File: src/rtl/dds_cordic_sweep.sv
// Phase-accumulator DDS with one-micro-rotation-per-clock CORDIC, sawtooth
// frequency sweep and a valid/ready output stage that holds under backpressure.
module dds_cordic_sweep #(
    parameter int PHASE_W = 16,
    parameter int OUT_W   = 8,
    parameter int ITER    = 10
) (
    input  logic                      clk,
    input  logic                      rst,
    input  logic                      en,
    input  logic [PHASE_W-1:0]        f_word,
    input  logic [PHASE_W-1:0]        phase_off,
    input  logic                      sweep_en,
    input  logic [PHASE_W-1:0]        sweep_step,
    input  logic [PHASE_W-1:0]        f_max,
    input  logic                      sync_clr,
    input  logic                      dout_ready,
    output logic                      dout_valid,
    output logic signed [OUT_W-1:0]   sin_dout,
    output logic signed [OUT_W-1:0]   cos_dout,
    output logic                      busy
);
    localparam int XW  = OUT_W + 4;
    localparam int IW  = $clog2(ITER + 1);
    localparam int AMP = 2**(OUT_W-1) - 1;
    // x/y carry 4 fraction bits; start vector is K*AMP*16 with K ~= 39797/2^16.
    localparam longint X0_L = (longint'(AMP) * 16 * 39797 + 32768) >>> 16;
    localparam logic signed [XW-1:0]    X0    = XW'(X0_L);
    localparam logic signed [XW:0]      AMP_X = (XW+1)'(AMP);
    localparam logic signed [OUT_W-1:0] AMP_O = OUT_W'(AMP);

    typedef enum logic [1:0] {IDLE, LOAD, ROTATE, HOLD} state_t;

    state_t                    state, state_nxt;
    logic [PHASE_W-1:0]        acc_r, freq_r, angle, atan_i, freq_adv;
    logic [PHASE_W:0]          sweep_sum;
    logic signed [XW-1:0]      x_r, y_r, x_nxt, y_nxt;
    logic signed [PHASE_W-1:0] z_r, z_nxt;
    logic [1:0]                q_r;
    logic [IW-1:0]             i_r;
    logic                      last_iter, fire;
    logic signed [OUT_W-1:0]   c_o, s_o, cos_q, sin_q;

    // Table held at 2^16-per-circle scale, rescaled (with rounding) to PHASE_W.
    function automatic logic [PHASE_W-1:0] atan_tab(input int idx);
        int v;
        int sh;
        case (idx)
            0:  v = 8192;
            1:  v = 4836;
            2:  v = 2555;
            3:  v = 1297;
            4:  v = 651;
            5:  v = 326;
            6:  v = 163;
            7:  v = 81;
            8:  v = 41;
            9:  v = 20;
            10: v = 10;
            11: v = 5;
            12: v = 3;
            13: v = 1;
            14: v = 1;
            default: v = 0;
        endcase
        sh = PHASE_W - 16;
        if (sh >= 0) v = v <<< sh;
        else         v = (v + (1 <<< (-sh - 1))) >>> (-sh);
        return PHASE_W'(v);
    endfunction

    function automatic logic signed [OUT_W-1:0] rnd_sat(input logic signed [XW-1:0] v);
        logic signed [XW:0] r;
        r = $signed({v[XW-1], v} + (XW+1)'(8)) >>> 4;
        if (r > AMP_X)       return AMP_O;
        else if (r < -AMP_X) return -AMP_O;
        else                 return r[OUT_W-1:0];
    endfunction

    always_comb begin
        angle     = acc_r + phase_off;
        last_iter = (i_r == IW'(ITER - 1));
        fire      = dout_valid && dout_ready;
        atan_i    = atan_tab(int'(i_r));
        if (!z_r[PHASE_W-1]) begin
            x_nxt = x_r - (y_r >>> i_r);
            y_nxt = y_r + (x_r >>> i_r);
            z_nxt = z_r - $signed(atan_i);
        end else begin
            x_nxt = x_r + (y_r >>> i_r);
            y_nxt = y_r - (x_r >>> i_r);
            z_nxt = z_r + $signed(atan_i);
        end
        c_o = rnd_sat(x_nxt);
        s_o = rnd_sat(y_nxt);
        case (q_r)
            2'd0:    begin cos_q = c_o;  sin_q = s_o;  end
            2'd1:    begin cos_q = -s_o; sin_q = c_o;  end
            2'd2:    begin cos_q = -c_o; sin_q = -s_o; end
            default: begin cos_q = s_o;  sin_q = -c_o; end
        endcase
        // Sum kept one bit wider so an overflowing sweep also wraps back to f_word.
        sweep_sum = {1'b0, freq_r} + {1'b0, sweep_step};
        if (sync_clr || !sweep_en || sweep_sum > {1'b0, f_max}) freq_adv = f_word;
        else                                                    freq_adv = sweep_sum[PHASE_W-1:0];
    end

    always_comb begin
        state_nxt = state;
        busy      = (state != IDLE);
        case (state)
            IDLE:    if (en) state_nxt = LOAD;
            LOAD:    state_nxt = ROTATE;
            ROTATE:  if (last_iter) state_nxt = HOLD;
            HOLD:    if (fire) state_nxt = en ? LOAD : IDLE;
            default: state_nxt = IDLE;
        endcase
    end

    always_ff @(posedge clk or posedge rst) begin
        if (rst) begin
            state      <= IDLE;
            acc_r      <= '0;
            freq_r     <= '0;
            x_r        <= '0;
            y_r        <= '0;
            z_r        <= '0;
            q_r        <= '0;
            i_r        <= '0;
            dout_valid <= 1'b0;
            sin_dout   <= '0;
            cos_dout   <= '0;
        end else begin
            state <= state_nxt;
            case (state)
                IDLE: begin
                    freq_r <= f_word;
                    if (sync_clr) acc_r <= '0;
                end
                LOAD: begin
                    x_r <= X0;
                    y_r <= '0;
                    z_r <= $signed({2'b00, angle[PHASE_W-3:0]});
                    q_r <= angle[PHASE_W-1:PHASE_W-2];
                    i_r <= '0;
                end
                ROTATE: begin
                    x_r <= x_nxt;
                    y_r <= y_nxt;
                    z_r <= z_nxt;
                    i_r <= i_r + IW'(1);
                    if (last_iter) begin
                        sin_dout   <= sin_q;
                        cos_dout   <= cos_q;
                        dout_valid <= 1'b1;
                    end
                end
                HOLD: begin
                    if (fire) begin
                        dout_valid <= 1'b0;
                        acc_r      <= sync_clr ? '0 : acc_r + freq_r;
                        freq_r     <= freq_adv;
                    end
                end
                default: ;
            endcase
        end
    end
endmodule

File: config.mk
export PLATFORM = sky130hd
export DESIGN_NAME = dds_cordic_sweep
export DESIGN_NICKNAME = d
export VERILOG_FILES = /design/src/rtl/dds_cordic_sweep.sv
export SDC_FILE = /design/constraint.sdc
export NUM_CORES = 1
export LEC_CHECK = 0
export ABC_CLOCK_PERIOD_IN_PS = 10000
export CAP_MARGIN = 20
export CORE_MARGIN = 2
export CORE_UTILIZATION = 49
export DETAILED_ROUTE_END_ITERATION = 7
export GPL_ROUTABILITY_DRIVEN = 0
export PLACE_DENSITY_LB_ADDON = 0.25
export REMOVE_ABC_BUFFERS = 1
export SYNTH_ARGS = -nofsm -noshare
export SYNTH_HDL_FRONTEND = slang
export SYNTH_SLANG_ARGS = --single-unit
File: constraint.sdc
create_clock -name clk -period 10 [get_ports clk]
set_input_delay 1.5 -clock clk [delete_from_list [all_inputs] [get_ports clk]]
set_output_delay 1.5 -clock clk [all_outputs]
set_load 0.01 [all_outputs]
# Word level (Yosys, flattened, before mapping)
# Memories as Yosys holds them, arrays and structs flattened.
# Cells that the tools add are included.
dict set report op_classes {
  add_sub_neg 14
  mux 28
  shifts 2
  n_reduce_logical 15
  magnitude_cmp 5
  eq_ne 10
}
# op n
set op_table {}
lappend op_table {{$mux W16} 6}
lappend op_table {{$pmux W16 S2} 3}
lappend op_table {{$add A16 B16 Y16} 3}
lappend op_table {{$pmux W12 S2} 2}
lappend op_table {{$pmux W8 S3} 2}
lappend op_table {{$mux W8} 4}
lappend op_table {{$add A12 B5 Y13 const B} 2}
lappend op_table {{$add A12 B12 Y12} 2}
lappend op_table {{$mux W12} 2}
lappend op_table {{$sshr A12 B4 Y12} 2}
lappend op_table {{$sub A12 B12 Y12} 2}
lappend op_table {{$gt A9 B8 Y1 const B} 2}
lappend op_table {{$lt A9 B8 Y1 const B} 2}
lappend op_table {{$add A16 B16 Y17} 1}
lappend op_table {{$gt A17 B16 Y1} 1}
lappend op_table {{$neg A8 Y8} 2}
lappend op_table {{$sub A16 B16 Y16} 1}
lappend op_table {{$reduce_and A3 Y1} 3}
lappend op_table {{$ne A2 B2 Y1 const B} 4}
lappend op_table {{$pmux W2 S4} 1}
lappend op_table {{$pmux W4 S2} 1}
lappend op_table {{$reduce_bool A2 Y1} 4}
lappend op_table {{$eq A2 B2 Y1 const B} 3}
lappend op_table {{$mux W2} 3}
lappend op_table {{10 further kinds} 16}
dict set report totals {
  regBits 97
  elab_cells 86
  n_memories 1
  romBits 224
  output_inout_bits 18
}
# name depth width rd rd_clocked_by_memory_dff write_ports line
set mem_list {}
lappend mem_list {{(no name shown)} 16 14 1 0 0 48} ;# case (idx)

# Logic depth before layout (Yosys ltp)
# Gate-level depths: netlist of run 1.
dict set report depth {
  depth_word 9
  ltp_mapped 33
}

# Worst setup path before layout of run 1
# Ideal clock, no wire load.
dict set report synth_path {
  path_kind {in2reg}
  startpoint {input port sweep_step[1]}
  endpoint {register freq_r[10]}
  path_buffers 1
  t_arrival_ps 5910
  stages 20
  path_slack_ps 3955
  path_cell_list {ha_1 > a21o_1 > a21oi_1 > o21bai_1 > a21oi_1 > o21bai_1 > a211o_1 > a2111oi_0 > o311ai_0 > a21oi_1 > xnor2_1 > ha_1 > and4_1 > a41oi_1 > o21ai_0 > a31o_2 > o211ai_1 > clkbuf_1 > mux2i_1 > o21ai_0}
}
dict set report synth_via {
  elab_chain_len 6
}
# element line
set synth_lines {}
lappend synth_lines {{start: declaration} 14} ;# input logic [PHASE_W-1:0] sweep_step,
lappend synth_lines {{$add A16 B16 Y17 *} 103} ;# sweep_sum = {1'b0, freq_r} + {1'b0, sweep_step};
lappend synth_lines {{$gt A17 B16 Y1} 104} ;# if (sync_clr || !sweep_en || sweep_sum > {1'b0, f_max}) freq_adv = f_word;
lappend synth_lines {{$logic_or A1 B1 Y1} 104}
lappend synth_lines {{$mux W16 *} 104}
lappend synth_lines {{$mux W16 *} 159} ;# if (fire) begin
lappend synth_lines {{$pmux W16 S2 *} 135} ;# case (state)
lappend synth_lines {{end signal: assignment} 137} ;# freq_r <= f_word;
lappend synth_lines {{end signal: assignment} 162} ;# freq_r <= freq_adv;
lappend synth_lines {{end: declaration} 35} ;# logic [PHASE_W-1:0] acc_r, freq_r, angle, atan_i, freq_adv;
# Mark *: on every way between the ends. The rest lies on a longest branch, timed or not. The select of a mux whose other input is x is not followed.
# A chain may end at the register's enable or synchronous reset.

# Worst setup path in the final report of run 1
dict set report layout_path {
  startpoint {register i_r[0]}
  endpoint {register cos_dout[6]}
}
dict set report layout_via {
  elab_chain_len 9
  word_cells_on_any_way 23
}
# element line
set layout_lines {}
lappend layout_lines {{start: declaration} 40} ;# logic [IW-1:0] i_r;
lappend layout_lines {{start signal: assignment} 151} ;# i_r <= i_r + IW'(1);
lappend layout_lines {{$sshr A12 B4 Y12 (on tied branches)} -}
lappend layout_lines {{$sub A12 B12 Y12, or another cell as far along} 86} ;# x_nxt = x_r - (y_r >>> i_r);
lappend layout_lines {{$mux W12} 85} ;# if (!z_r[PHASE_W-1]) begin
lappend layout_lines {{$add A12 B5 Y13} 74} ;# r = $signed({v[XW-1], v} + (XW+1)'(8)) >>> 4;
lappend layout_lines {{$lt A9 B8 Y1} 76} ;# else if (r < -AMP_X) return -AMP_O;
lappend layout_lines {{$mux W8} 76}
lappend layout_lines {{$mux W8} 75} ;# if (r > AMP_X) return AMP_O;
lappend layout_lines {{$neg A8 Y8 (on tied branches)} {99, 98}}
lappend layout_lines {{$pmux W8 S3} 96} ;# case (q_r)
lappend layout_lines {{end signal: assignment} 154} ;# cos_dout <= cos_q;
lappend layout_lines {{end: declaration} 20} ;# output logic signed [OUT_W-1:0] cos_dout,
# Parallel ways exist; a longest one is shown, timed or not.

==> results_dict.tcl, run 1 <==
set metrics [dict create \
    finalHoldViolations 0 \
    drc_errors 0 \
    synth_ff_type "dfrtp_1" \
    crit_path_max_fanout 37 \
    tns_ns 0 \
    port_buffers 87 \
    fin_crit_ns 7.13 \
    firstDrtPassIters 5 \
    reg2reg_to "cos_dout[6]" \
    cts_tree "done" \
    slew_viol_final 0 \
    regArea_um2 2430 \
    synth_warnings 0 \
    grt.overflow.total 0 \
    dp_hpwl_um 21800 \
    status "completed" \
    post_drt_wl_per_cell_um 16.7 \
    synth-edff-count 0 \
    synthDominantCellAreaShare_pct 21.3 \
    min_to "sin_dout[7]" \
    syn_area_um2 11400 \
    die_area_um2 24500 \
    r2r_slack_ns 2.87 \
    synthCells 1377 \
    fin_nets 1625 \
    multi_input_area_um2 8330 \
    grt_max_degree 71 \
    start_kind "flop" \
    ant_nets 0 \
    cts_buffer_depth 2 \
    cts_setup_buffers 0 \
    viasPerCell 5.96 \
    end_kind "flop" \
    setup_viol 0 \
    die_w_um 157 \
    grt_pass1_wl_um 48400 \
    fill_cells 2041 \
    synthDistinctLibCells 100 \
    hold_start "sin_dout[7]" \
    ioPinCount 88 \
    r2r-start "i_r[0]" \
    die_y_um 157 \
    first_global_vias 9865 \
    cts.sinks 97 \
    path_class "reg -> reg" \
    ctsResizeCount 0 \
    first_iter_violations 715 \
    crit_arrival_ns 7.41 \
    skew_ns 0.0149 \
    async_flop_share_pct 100 \
    diodes 0 \
    tightest_slew_ns 1.00 \
    coreArea_um2 22700 \
    cts_root_buffer "clkbuf_16" \
    rows 55 \
    postCtsHoldBufs 0 \
    via_count 10259 \
    critPathRequiredTime_ns 10.28 \
    syn2layout_area_growth_pct 11.8 \
    hp-class "reg -> reg" \
    avgSynthCellArea_um2 8.28 \
    clk_latency_ns 0.37 \
    drive_gt1_share_pct 6.83 \
    start_util_pct 50.2 \
    ctsHtreeMaxLevel 3 \
    rsz0062_at_grt "no" \
    period_share_pct 71.3 \
    synth-seq-cells 97 \
    slew_headroom_pct 32.8 \
    yosys.area.top_type "dfrtp_1" \
    path_clk_slew_ns 0.08 \
    maxCapViolations 0 \
    finalWirelength_um 28700 \
    final_core_util_pct 56.1 \
    synthTopCellsByArea "dfrtp_1 (21%), ha_1 (13%), xnor2_1 (5.5%)" \
    cts_buffers 9 \
    grt_use_total_pct 24.2 \
    antenna_found_initial 1 \
    clock.fmax_mhz 140 \
    reg2regPathDepth 25 \
    worstHoldPathCells 2 \
    synth.most_common_cell "ha_1" \
    synth_common_cells "ha_1 (119), nor2_1 (115), nand2_1 (109)" \
    ys_seq_area_share_pct 21.3 \
]
## worst max-delay path, stage by stage (launching register included)
cell	delay, ns
dfrtp_1	0.33
buf_4	0.42
mux4_2	0.61
mux4_2	0.51
inv_2	0.09
ha_1	0.17
and3b_1	0.17
and2_1	0.18
a21oi_1	0.11
xor2_1	0.17
ha_1	0.40
nor2b_1	0.09
a221o_1	0.35
a211oi_1	0.55
nand3_1	0.15
a31oi_1	0.35
a311o_1	0.27
and4bb_1	0.24
o21ba_1	0.28
nor3_1	0.42
ha_1	0.30
nand2_1	0.12
nor2_1	0.20
a21oi_2	0.09
xor2_1	0.21
a211oi_2	0.23
## logic make-up after synthesis
kind of cell,count (synthesis),share of synthesized area (%)
mux,69,8.11
buf+inv,159,5.70
compound gates,414,25.0
xor+xnor,107,8.60
fa+ha+maj,125,14.1
flops,97,21.3
simple gates,406,17.2
## cells in the final DEF (no fill, tap or decap), types with 14 or more instances in the layout
cell type        count
a21o_1              20
a21oi_1             93
a31oi_1             22
clkdlybuf4s50_1     87
dfrtp_1             97
ha_1               118
inv_1               95
mux2_2              18
mux2i_1             29
mux4_2              15
nand2_1            109
nand3_1             35
nor2_1             115
nor2b_1             28
nor3_1              27
o21a_1              19
o21ai_0             75
o21bai_1            14
o22ai_1             16
xnor2_1             71
xor2_1              33
## layout make-up
cell class	instances	share of cell area (%)
Clock inverter	6	0.393
Multi-Input combinational cell	1121	65.3
Sequential cell	97	19.0
Inverter	101	2.99
Timing Repair Buffer	100	7.64
Clock buffer	10	1.80
Tap cell	285	2.80
## registers in the layout (all words and copies together), names as in the netlist
name,flops
acc_r,16
cos_dout,8
dout_valid,1
freq_r,16
i_r,4
q_r,2
sin_dout,8
state,2
x_r,12
y_r,12
z_r,16
## through the flow
step / area, um^2 / std cells / setup WS (ns) / hold slack, ns
after floorplan: 11100 / 1319 / 3.24 / 0.477
after global placement: 12500 / 1703 / 3.11 / 0.469
after detailed placement: 12500 / 1703 / 3.02 / 0.474
after CTS: 12700 / 1719 / 2.97 / 0.493
after global routing: 12700 / 1720 / 2.30 / 0.507
final: 12700 / 1720 / 2.87 / 0.489
## metal layers
metal	vias to the layer above	wire (um)	track usage, %
li1	5152	-	-
met1	4781	13700	34.6
met2	280	12700	37.8
met3	46	1590	3.32
met4	0	706	7.78
met5	-	0	0
## how the worst max path moves through the flow
stage                             start          end  slack [ns]  depth (start not counted)
after global placement    sweep_step[1]   freq_r[15]        3.11                         21
final                            i_r[0]  cos_dout[6]        2.87                         25
after CTS                        i_r[0]  cos_dout[6]        2.97                         25
after detailed placement         i_r[0]  cos_dout[6]        3.02                         25
after floorplan                  i_r[0]  sin_dout[4]        3.24                         25
after global routing             i_r[0]  sin_dout[4]        2.30                         26
Power of run 1 is left out: the tool's default activity adds up to more than one toggle a clock period on the data nets, which glitch-free logic cannot reach.
==> inputs of run 2 (changes only) <==
Settings changed: ABC_CLOCK_PERIOD_IN_PS 10000 to 6200.
Clock period 10 ns to 6.2 ns, I/O delays scaled along.
==> results_dict.tcl, run 2 (synthesis gave the netlist of run 1 again) <==
set metrics [dict create \
    status "completed" \
    grt_use_total_pct 25.2 \
    fill_cells 1958 \
    pre_cts_ws_ns -0.0866 \
    path_clk_slew_ns 0.08 \
    reg2regPathDepth 25 \
    clock.fmax_mhz 167 \
    drc_errors 0 \
    finalHoldViolations 0 \
    ioPinCount 88 \
    crit_path_max_fanout 7 \
    cts_buffers 9 \
    setup_ws_ns 0.216 \
    cts.sinks 97 \
    slowest_stage "mux4_2" \
    r2r-start "x_r[7]" \
    slew_viol_final 0 \
    cts_tree "done" \
    min_to "cos_dout[7]" \
    critPathMaxStageDelay_ns 0.51 \
    slew_headroom_pct 36.7 \
    reg2reg_to "sin_dout[4]" \
    first_iter_violations 899 \
    rsz0062_at_grt "yes" \
    drive_gt1_share_pct 13.0 \
    ant_nets 0 \
    die_w_um 157 \
    firstDrtPassIters 5 \
    skew_ns 0.0122 \
    end_kind "flop" \
    grt_max_degree 71 \
    grt_pass1_wl_um 50400 \
    die_y_um 157 \
    maxCapViolations 0 \
    critPathRequiredTime_ns 6.43 \
    ctsHtreeMaxLevel 3 \
    syn2layout_area_growth_pct 17.9 \
    worstHoldPathCells 2 \
    hold_start "cos_dout[7]" \
    reg.largest.list "acc_r (16), freq_r (16), z_r (16)" \
    final_common_cell "nor2_1" \
    setup_viol 0 \
    layout_common_cells "nor2_1 (115), ha_1 (114), nand2_1 (107)" \
    port_buffers 87 \
    cts_buffer_depth 2 \
    start_kind "flop" \
    r2r_slack_ns 0.22 \
    cts_root_buffer "clkbuf_16" \
    start_util_pct 50.2 \
    viasPerCell 6.00 \
    coreArea_um2 22700 \
    post_drt_wl_per_cell_um 16.9 \
    hp-class "reg -> reg" \
    grt.overflow.total 0 \
    fin_nets 1691 \
    path_class "reg -> reg" \
    tightest_slew_ns 0.948 \
    die_area_um2 24500 \
    finalWirelength_um 30300 \
    rows 55 \
    crit_arrival_ns 6.21 \
    clk_latency_ns 0.36 \
    fin_crit_ns 5.98 \
    via_count 10717 \
    first_global_vias 10233 \
    period_share_pct 96.5 \
    dp_hpwl_um 23000 \
    antenna_found_initial 1 \
    final_core_util_pct 59.2 \
]
==> run 2: changes by cell type in the layout (fill, tap and decap cells not counted), moves of 4 or more <==
| cell | before | now |
|---|---|---|
| ha_2 | 1 | 5 |
| buf_6 | 0 | 4 |
| ha_1 | 118 | 114 |
| buf_4 | 12 | 73 |
==> run 2: area by class of cell <==
cell class / count / area, um^2 / share of cell area [%]
multi-input cells: 1121 / 8450 / 62.9
diodes: 1 / 2.50 / 0.0186
flip-flops and latches: 97 / 2430 / 18.1
well taps: 285 / 357 / 2.65
inverters: 101 / 382 / 2.84
clock buffers: 10 / 229 / 1.70
repair buffers: 166 / 1500 / 11.1
clock inverters: 6 / 91.3 / 0.679
==> run 2: per-layer routing <==
layer / global-route usage, % / vias up / part of all wire (%)
li1: - / 5286 / -
met1: 35.8 / 5025 / 47
met2: 39.9 / 358 / 45
met3: 3.68 / 48 / 6.1
met4: 7.65 / 0 / 2.2
met5: 0 / - / 0
==> run 2: timing repair <==
action	CTS	global route
gates resized for setup	3	39
hold buffers	0	0
endpoints found under the setup margin	4	9
pin swaps	1	15
setup buffers	1	13
==> run 2: worst max path at each step <==
stage | startpoint | to | slack, ns | cells past startpoint
5_1_grt | i_r[0] | cos_dout[4] | -0.12 | 28
3_5_place_dp | i_r[0] | sin_dout[6] | -0.09 | 27
6_report | x_r[7] | sin_dout[4] | 0.22 | 25
3_3_place_gp | i_r[0] | sin_dout[6] | 0.07 | 27
4_1_cts | i_r[0] | sin_dout[4] | 0.02 | 27
2_1_floorplan | i_r[0] | sin_dout[4] | -0.56 | 25
==> run 2: metrics by stage <==
step	cell area [um^2]	std cells	hold slack, ns	setup TNS (ns)
6_report	13400	1787	0.489	0
5_1_grt	13400	1786	0.507	-0.351
4_1_cts	13200	1773	0.494	0
3_5_place_dp	12900	1756	0.475	-0.300
3_3_place_gp	12900	1756	0.470	0
2_1_floorplan	11100	1319	0.477	-2.72
==> run 2: critical path: cells and delay by family (launching register included) <==
| family | cells | cell delay, ns |
|---|---|---|
| flops | 1 | 0.47 |
| xor+xnor | 1 | 0.19 |
| compound gates | 9 | 1.95 |
| simple gates | 9 | 1.47 |
| mux | 2 | 1.00 |
| buf+inv | 1 | 0.09 |
| fa+ha+maj | 3 | 0.72 |
Power of run 2 is left out for the same reason.
==> inputs of run 3 (changes only) <==
Settings changed: ABC_CLOCK_PERIOD_IN_PS 6200 to not set, RECOVER_POWER set to 50.
==> results_dict.tcl, run 3 (synthesis gave the netlist of run 1 again) <==
set metrics [dict create \
    r2r_slack_ns 0.22 \
    setup_viol 0 \
    setup_ws_ns 0.221 \
    cts_tree "done" \
    clock.fmax_mhz 167 \
    dp_cells 1756 \
    clk_latency_ns 0.36 \
    post_dp_cell_area_um2 12900 \
    first_iter_violations 930 \
    crit_end "sin_dout[4]" \
    ant_nets 0 \
    ctsHtreeMaxLevel 3 \
    dp_hpwl_um 23000 \
    crit_arrival_ns 6.21 \
    grt_use_total_pct 25.2 \
    path_clk_slew_ns 0.08 \
    antenna_found_initial 1 \
    crit_path_max_fanout 7 \
    top_usage_layer "met2" \
    via_count 10758 \
    maxCapViolations 3 \
    tightest_slew_ns 3.10 \
    fin_crit_ns 5.98 \
    finalHoldViolations 0 \
    viasPerCell 6.02 \
    firstDrtPassIters 6 \
    hold_slack_ns 0.484 \
    period_share_pct 96.4 \
    hp-class "reg -> reg" \
    die_y_um 157 \
    reg2reg_to "sin_dout[4]" \
    die_w_um 157 \
    final_common_cell "nor2_1" \
    coreArea_um2 22700 \
    stdcell_count 1786 \
    start_kind "flop" \
    cts_buffer_depth 2 \
    slew_viol_final 171 \
    drc_errors 0 \
    rows 55 \
    critPathRequiredTime_ns 6.43 \
    fin_nets 1691 \
    grt.overflow.total 0 \
    layout_common_cells "nor2_1 (115), ha_1 (114), nand2_1 (107)" \
    use_met3_pct 3.68 \
    path_class "reg -> reg" \
    slew_headroom_pct -107 \
    syn2layout_area_growth_pct 17.8 \
    postCtsHoldBufs 0 \
    diodes 0 \
    cts_root_buffer "clkbuf_16" \
    ioPinCount 88 \
    port_buffers 87 \
    cts.sinks 97 \
    post_drt_wl_per_cell_um 17.0 \
    start_util_pct 50.2 \
    cts_buffers 9 \
    drive_gt1_share_pct 12.9 \
    rsz0062_at_grt "yes" \
    grt_pass1_wl_um 50400 \
    status "finished, violations left" \
    gr-usage-met1_pct 35.8 \
    die_area_um2 24500 \
    skew_ns 0.0116 \
    pre_cts_ws_ns -0.0866 \
    r2r-start "x_r[7]" \
    reg.largest.list "acc_r (16), freq_r (16), z_r (16)" \
    use_met2_pct 39.9 \
    cp-startpoint "x_r[7]" \
    end_kind "flop" \
    finalWirelength_um 30400 \
    violations "capacitance limit, slew limit" \
    first_global_vias 10233 \
    reg2regPathDepth 25 \
    finalInstanceArea_um2 13400 \
    grt_max_degree 71 \
]
run 3: routing by layer:
layer,wire length [um],vias to the layer above
met5,0,-
met4,620,0
met3,1860,44
met2,13600,382
met1,14300,5050
li1,-,5282
run 3: timing repair:
| action | 4_1_cts | 5_1_grt |
|---|---|---|
| pin swaps | 1 | 15 |
| buffers inserted | 1 | 13 |
| setup endpoints to repair | 4 | 9 |
| gates resized for setup | 3 | 39 |
run 3: critical path, stage by stage, from the launching register on:
cell	delay, ns
dfrtp_2	0.47
mux4_2	0.49
mux4_2	0.51
inv_2	0.09
ha_1	0.16
and3b_2	0.20
and2_4	0.16
a21oi_1	0.07
xor2_1	0.19
ha_1	0.36
nor2b_1	0.08
a221o_1	0.35
a211o_1	0.27
and3_4	0.20
or3_1	0.31
a311o_1	0.39
and4bb_1	0.30
o21ba_1	0.18
nor3_2	0.07
ha_2	0.20
nand2_2	0.09
nor2_1	0.06
a22o_1	0.25
a31oi_1	0.14
a2bb2oi_1	0.16
o221ai_1	0.12
run 3: per-stage QoR:
| stage | util (%) | TNS [ns] |
|---|---|---|
| finish | 59.2 | 0 |
| global route | 59.2 | -0.351 |
| CTS | 58.2 | 0 |
| detailed placement | 56.7 | -0.300 |
| global placement | 56.7 | 0 |
| floorplan | - | -2.72 |
run 3: area by class of cell:
class	instances	area (um^2)
multi-input combinational	1121	8450
clock buffer	10	229
sequential	97	2430
tap	285	357
timing repair buffer	166	1490
fill	1961	9280
clock inverter	6	91.3
inverter	101	380
run 3: how the worst min path moves through the flow:
| stage | startpoint | to | slack [ns] | cells after the start |
|---|---|---|---|---|
| global placement | sin_dout[7] | sin_dout[7] | 0.47 | 2 |
| global route | sin_dout[7] | sin_dout[7] | 0.50 | 2 |
| floorplan | acc_r[15] | acc_r[15] | 0.48 | 1 |
| detailed placement | cos_dout[7] | cos_dout[7] | 0.48 | 2 |
| finish | sin_dout[7] | sin_dout[7] | 0.48 | 2 |
| CTS | cos_dout[7] | cos_dout[7] | 0.49 | 2 |
Power of run 3 is left out for the same reason.
